<file path="config.mk">
export PLATFORM = sky130hd
export DESIGN_NAME = mipi_tx_byte_framer
export DESIGN_NICKNAME = d
export VERILOG_FILES = /design/src/rtl/mipi_tx_byte_framer.sv
export SDC_FILE = /design/constraint.sdc
export NUM_CORES = 1
export LEC_CHECK = 0
export CAP_MARGIN = 20
export CORE_MARGIN = 5
export CORE_UTILIZATION = 30
export DETAILED_ROUTE_END_ITERATION = 8
export GPL_TIMING_DRIVEN = 0
export PLACE_DENSITY_LB_ADDON = 0.3
export SLEW_MARGIN = 20
export SYNTH_ARGS = -nofsm -noshare
export SYNTH_HDL_FRONTEND = slang
export SYNTH_SLANG_ARGS = --single-unit
</file>
<file path="constraint.sdc">
create_clock -name clk_i -period 2.8 [get_ports clk_i]
set_clock_uncertainty 0.2 [all_clocks]
set_input_delay 0.56 -clock clk_i [delete_from_list [all_inputs] [get_ports clk_i]]
set_output_delay 0.56 -clock clk_i [all_outputs]
set_load 0.005 [all_outputs]
</file>
<file path="src/rtl/mipi_tx_byte_framer.sv">
// mipi_tx_byte_framer: HS burst lane framer (LP entry, HS-zero, 0xB8 sync, payload, trail); LP entry sequence under MIPI_TX_LP_SEQUENCE_EN
module mipi_tx_byte_framer #(
  parameter int ZERO_BYTES  = 4,
  parameter int TRAIL_BYTES = 2,
  parameter int LPX_CYCLES  = 3
) (
  input  logic       clk_i,
  input  logic       reset_n_i,
  input  logic [7:0] byte_i,
  input  logic       byte_valid_i,
  input  logic       byte_last_i,
  output logic       byte_ready_o,
  output logic [7:0] byte_o,
  output logic       hs_en_o,
  output logic [1:0] lp_o,
  output logic       busy_o,
  output logic       underflow_o
);
  typedef enum logic [2:0] {IDLE, LP_RQST, LP_BRIDGE, HS_ZERO, SYNC, DATA, TRAIL, EXIT} state_t;
  state_t state, state_nxt;
  logic [3:0] cnt, cnt_nxt;
  logic trail_bit, trail_bit_nxt;
  logic xfer, done, underflow;
  assign byte_ready_o = (state == SYNC) || (state == DATA);
  assign xfer = byte_valid_i & byte_ready_o;
  assign done = xfer & byte_last_i;
  assign underflow = byte_ready_o & ~byte_valid_i;
  // next state, per-state counter load and trail polarity capture
  always_comb begin
    state_nxt = state;
    cnt_nxt = (cnt == 4'd0) ? 4'd0 : cnt - 4'd1;
    trail_bit_nxt = done ? byte_i[7] : underflow ? byte_o[7] : trail_bit;
    case (state)
      IDLE: if (byte_valid_i) begin
`ifdef MIPI_TX_LP_SEQUENCE_EN
        state_nxt = LP_RQST;
        cnt_nxt = 4'(LPX_CYCLES - 1);
`else
        state_nxt = HS_ZERO;
        cnt_nxt = 4'(ZERO_BYTES - 1);
`endif
      end
`ifdef MIPI_TX_LP_SEQUENCE_EN
      LP_RQST: if (cnt == 4'd0) begin
        state_nxt = LP_BRIDGE;
        cnt_nxt = 4'(LPX_CYCLES - 1);
      end
      LP_BRIDGE: if (cnt == 4'd0) begin
        state_nxt = HS_ZERO;
        cnt_nxt = 4'(ZERO_BYTES - 1);
      end
`endif
      HS_ZERO: if (cnt == 4'd0) state_nxt = SYNC;
      // the last payload byte is still on the wire during the first TRAIL cycle, hence one extra count
      SYNC, DATA: begin
        state_nxt = (done || underflow) ? TRAIL : DATA;
        cnt_nxt = done ? 4'(TRAIL_BYTES) : underflow ? 4'(TRAIL_BYTES - 1) : 4'd0;
      end
      TRAIL: if (cnt == 4'd0) state_nxt = EXIT;
      EXIT: state_nxt = IDLE;
      default: state_nxt = IDLE;
    endcase
  end
  // state, counter and registered lane outputs decoded from the next state
  always_ff @(posedge clk_i) begin
    if (!reset_n_i) begin
      state <= IDLE;
      cnt <= 4'd0;
      trail_bit <= 1'b0;
      byte_o <= 8'h00;
      hs_en_o <= 1'b0;
      lp_o <= 2'b11;
      busy_o <= 1'b0;
      underflow_o <= 1'b0;
    end else begin
      state <= state_nxt;
      cnt <= cnt_nxt;
      trail_bit <= trail_bit_nxt;
      byte_o <= xfer ? byte_i : (state_nxt == SYNC) ? 8'hB8 : (state_nxt == TRAIL) ? {8{~trail_bit_nxt}} : 8'h00;
      hs_en_o <= state_nxt inside {HS_ZERO, SYNC, DATA, TRAIL};
      lp_o <= (state_nxt == IDLE || state_nxt == EXIT) ? 2'b11 : (state_nxt == LP_RQST) ? 2'b01 : 2'b00;
      busy_o <= state_nxt != IDLE;
      underflow_o <= underflow;
    end
  end
endmodule

</file>
==> flow_summary_export.csv, run 1 <==
group,metric,value,unit
run_status,outcome,"finished, final reports clean",
placed_design,dp_hpwl,1.57,mm
worst_setup_path,cp.arrival,1.70,ns
synth,yosys-top-cells-area,"dfxtp_1 (47%), o21ai_0 (6.2%), nand2_1 (5.5%)",
detailed_routing,top_layer_used,"met4",
detailed_routing,wl_met3,104,um
die,start_util,31.6,%
clocking,cts_resized,0,
synth,ys_seq_area_share,47.5,%
worst_setup_path,slowest_stage,"clkdlybuf4s50_1",
synth,synth_ff_type,"dfxtp_1",
global_routing,grt-ovfl-total,0,
clocking,htreeDepth,1,
power_and_ir_drop,power.switching,0.140,mW
hold_path,worstHoldStart,"cnt[3]",
sta,hold_violations,0,
clocking,clk_pin_slew,0.11,ns
clocking,clock-sinks,21,
layout,drive_gt1_share,8.59,%
worst_setup_path,crit_fanout,10,
synth,yosys_warnings,0,
detailed_routing,drcViolationCount,0,
worst_setup_path,r2r_start,"cnt[0]",
clocking,cts_tree,"built",
sta,slew_headroom,55.8,%
worst_setup_path,crit_chain,"buf_2 > nand2b_1 > inv_2 > clkdlybuf4s50_1",
sta,tightest_slew,0.658,ns
die,die_w,64.3,um
worst_setup_path,worstSetupEndpointType,"primary output",
layout,seq_area,420,um^2
worst_setup_path,crit_type,"flop to primary output",
power_and_ir_drop,ir_drop,269,uV
clocking,cts_hold_buffers,0,
detailed_routing,avgRoutedWirePerCell,12.8,um
clocking,cts_made_buffers,3,
power_and_ir_drop,p_leak,0.453,nW
global_routing,track_usage,10.5,%
sta,rsz0062_at_grt,"no",
die,die_h,64.3,um
placed_design,port_buffers,25,
global_routing,grt_max_degree,13,
placed_design,gp_congestion,0.853,
sta,tns,0,ns
worst_setup_path,crit_start,"state[1]",
synth,yosysTopAreaCell,"dfxtp_1",
power_and_ir_drop,pwr-share-clk,25.5,%
sta,drv_slew,0,
global_routing,first_global_vias,780,
detailed_routing,routed_wl,2.03,mm
clocking,clockRootBuffer,"clkbuf_4",
sta,period_needed,2.46,ns
power_and_ir_drop,pwr-share-seq,57.4,%
power_and_ir_drop,p_comb_share,17.1,%
sta,final.period_utilization,87.9,%
die,die-area,0.00414,mm^2
synth,synth.avg_cell_area,8.95,um^2
placed_design,placedInstanceArea,0.00117,mm^2
clocking,clockBufferDepth,2,
detailed_routing,drtPass1Iterations,4,
synth,synthesis.nets,111,
layout,final_area,0.00120,mm^2
worst_setup_path,cp-start-kind,"flop",
detailed_routing,num_vias,792,
layout,multi_input_area,439,um^2
hold_path,hp-class,"flop to flop",
detailed_routing,dr_wl_met2,1.01,mm
synth,netlist.area_leader.share,47.5,%
detailed_routing,wl_met1,904,um
global_routing,grt_pass1_wl,3.53,mm
layout,diodes,0,
layout,area_delta_synth_final,35.7,%
worst_setup_path,cp.required,2.04,ns
synth,synth_async_sr_flop_share,0,%
die,rows,19,
synth,ys_ff_latch,21,
global_routing,antenna_found_initial,0,
synth,synth_cell_types,34,
job,cap_violations,0,
worst_setup_path,slowest_delay,0.53,ns
detailed_routing,antenna_left,0,
power_and_ir_drop,p_per_area,464,mW/mm^2
clocking,clock_latency,0.30,ns
die,core_area,0.00281,mm^2
sta,max_freq,0.406,GHz
synth,syn_inst,99,
power_and_ir_drop,switching_share,25.0,%
synth,synth_edf_count,0,
sta,setup_violations,0,
clocking,cts_setup_buffers,0,
power_and_ir_drop,internal_power,0.418,mW
power_and_ir_drop,power.total,0.558,mW
synth,netlist_area,886,um^2
detailed_routing,drtIter0Drc,25,
layout,nets,141,
layout,fillers,293,
detailed_routing,via_per_inst,4.98,
die,ioPinCount,26,
-- routing by layer --
metal / track usage, % / up-vias
met2: 17.8 / 19
met3: 4.20 / 2
met1: 12.6 / 354
li1: - / 417
met5: 0 / -
met4: 1.85 / 0
-- worst paths after layout --
path | endpoint | slack, ns | depth (start not counted)
max | byte_ready_o | 0.34 | 4
min reg2reg | cnt[3] | 0.30 | 2
min | cnt[3] | 0.30 | 2
max reg2reg | byte_o[6] | 0.82 | 4
-- worst max-delay path, delay by kind of cell, from the launching register on --
kind / cells / cell delay, ns
buffers and inverters: 3 / 0.87
DFF: 1 / 0.31
and+or+nand+nor: 1 / 0.24
-- per-stage QoR --
step	instances	utilization, %	hold slack, ns	setup WS, ns
2_1_floorplan	99	-	0.258	0.949
3_3_place_gp	155	41.9	0.274	0.106
3_5_place_dp	155	41.9	0.286	0.0616
4_1_cts	159	42.9	0.304	0.307
5_1_grt	159	42.9	0.345	0.212
6_report	159	42.9	0.305	0.338
-- kinds of logic (layout without fill, tap and decap cells) --
family / count (synthesis) / after routing / synth area share (%)
AOI/OAI and AO/OA: 33 / 33 / 25.6
buffers and inverters: 6 / 35 / 2.97
DFF: 21 / 21 / 47.5
and+or+nand+nor: 39 / 39 / 24.0
-- area by class of cell --
class / count / area share (%)
well taps: 31 / 3.23
inverters: 1 / 0.312
flip-flops and latches: 21 / 35.0
plain buffers: 5 / 1.87
clock buffers: 3 / 1.87
multi-input cells: 72 / 36.5
repair buffers: 25 / 20.8
clock inverters: 1 / 0.416
-- power by group through the flow --
stage	clock network, mW	registers, mW	logic [mW]
after floorplan	0	0.326	0.0502
after global placement	0	0.326	0.0944
after detailed placement	0	0.327	0.0962
after CTS	0.148	0.320	0.0967
after global routing	0.164	0.323	0.105
final	0.142	0.320	0.0956
-- registers in the layout, indices dropped and copies added, names as in the netlist --
signal and count:
busy_o 1, state 3, underflow_o 1, cnt 4, trail_bit 1, byte_o 8, lp_o 2, hs_en_o 1
-- layout by cell type (no fill, tap or decap), types with 2 or more instances in the layout --
cell type | synthesis | layout
nor2_1 | 9 | 9
and2_1 | 2 | 2
a21o_1 | 2 | 2
a21oi_1 | 4 | 4
nand2_1 | 13 | 13
o31ai_1 | 3 | 3
buf_2 | 2 | 2
nand2b_1 | 2 | 2
o21ai_0 | 11 | 11
o21a_1 | 4 | 4
nand3b_1 | 2 | 2
clkdlybuf4s50_1 | 0 | 25
o31a_1 | 2 | 2
clkbuf_4 | 0 | 3
clkbuf_1 | 2 | 2
dfxtp_1 | 21 | 21
-- cells in the mapped netlist (2+ instances only) --
cell	instances
buf_2	2
a21oi_1	4
o21a_1	4
nor2_1	9
nand2b_1	2
o31a_1	2
o31ai_1	3
o21ai_0	11
nand3b_1	2
a21o_1	2
and2_1	2
clkbuf_1	2
nand2_1	13
dfxtp_1	21
Note: power is estimated with default switching activity, not from simulation.
==> run 2: changes to the inputs <==
- CTS_CLUSTER_DIAMETER: default -> 200
==> results of run 2 <==
No change in the layout: final DEF, timing and power equal those of run 1.
==> run 3: changes to the inputs <==
- ABC_CLOCK_PERIOD_IN_PS: default -> 2800
==> results of run 3 <==
No change in the layout: final DEF, timing and power equal those of run 1.
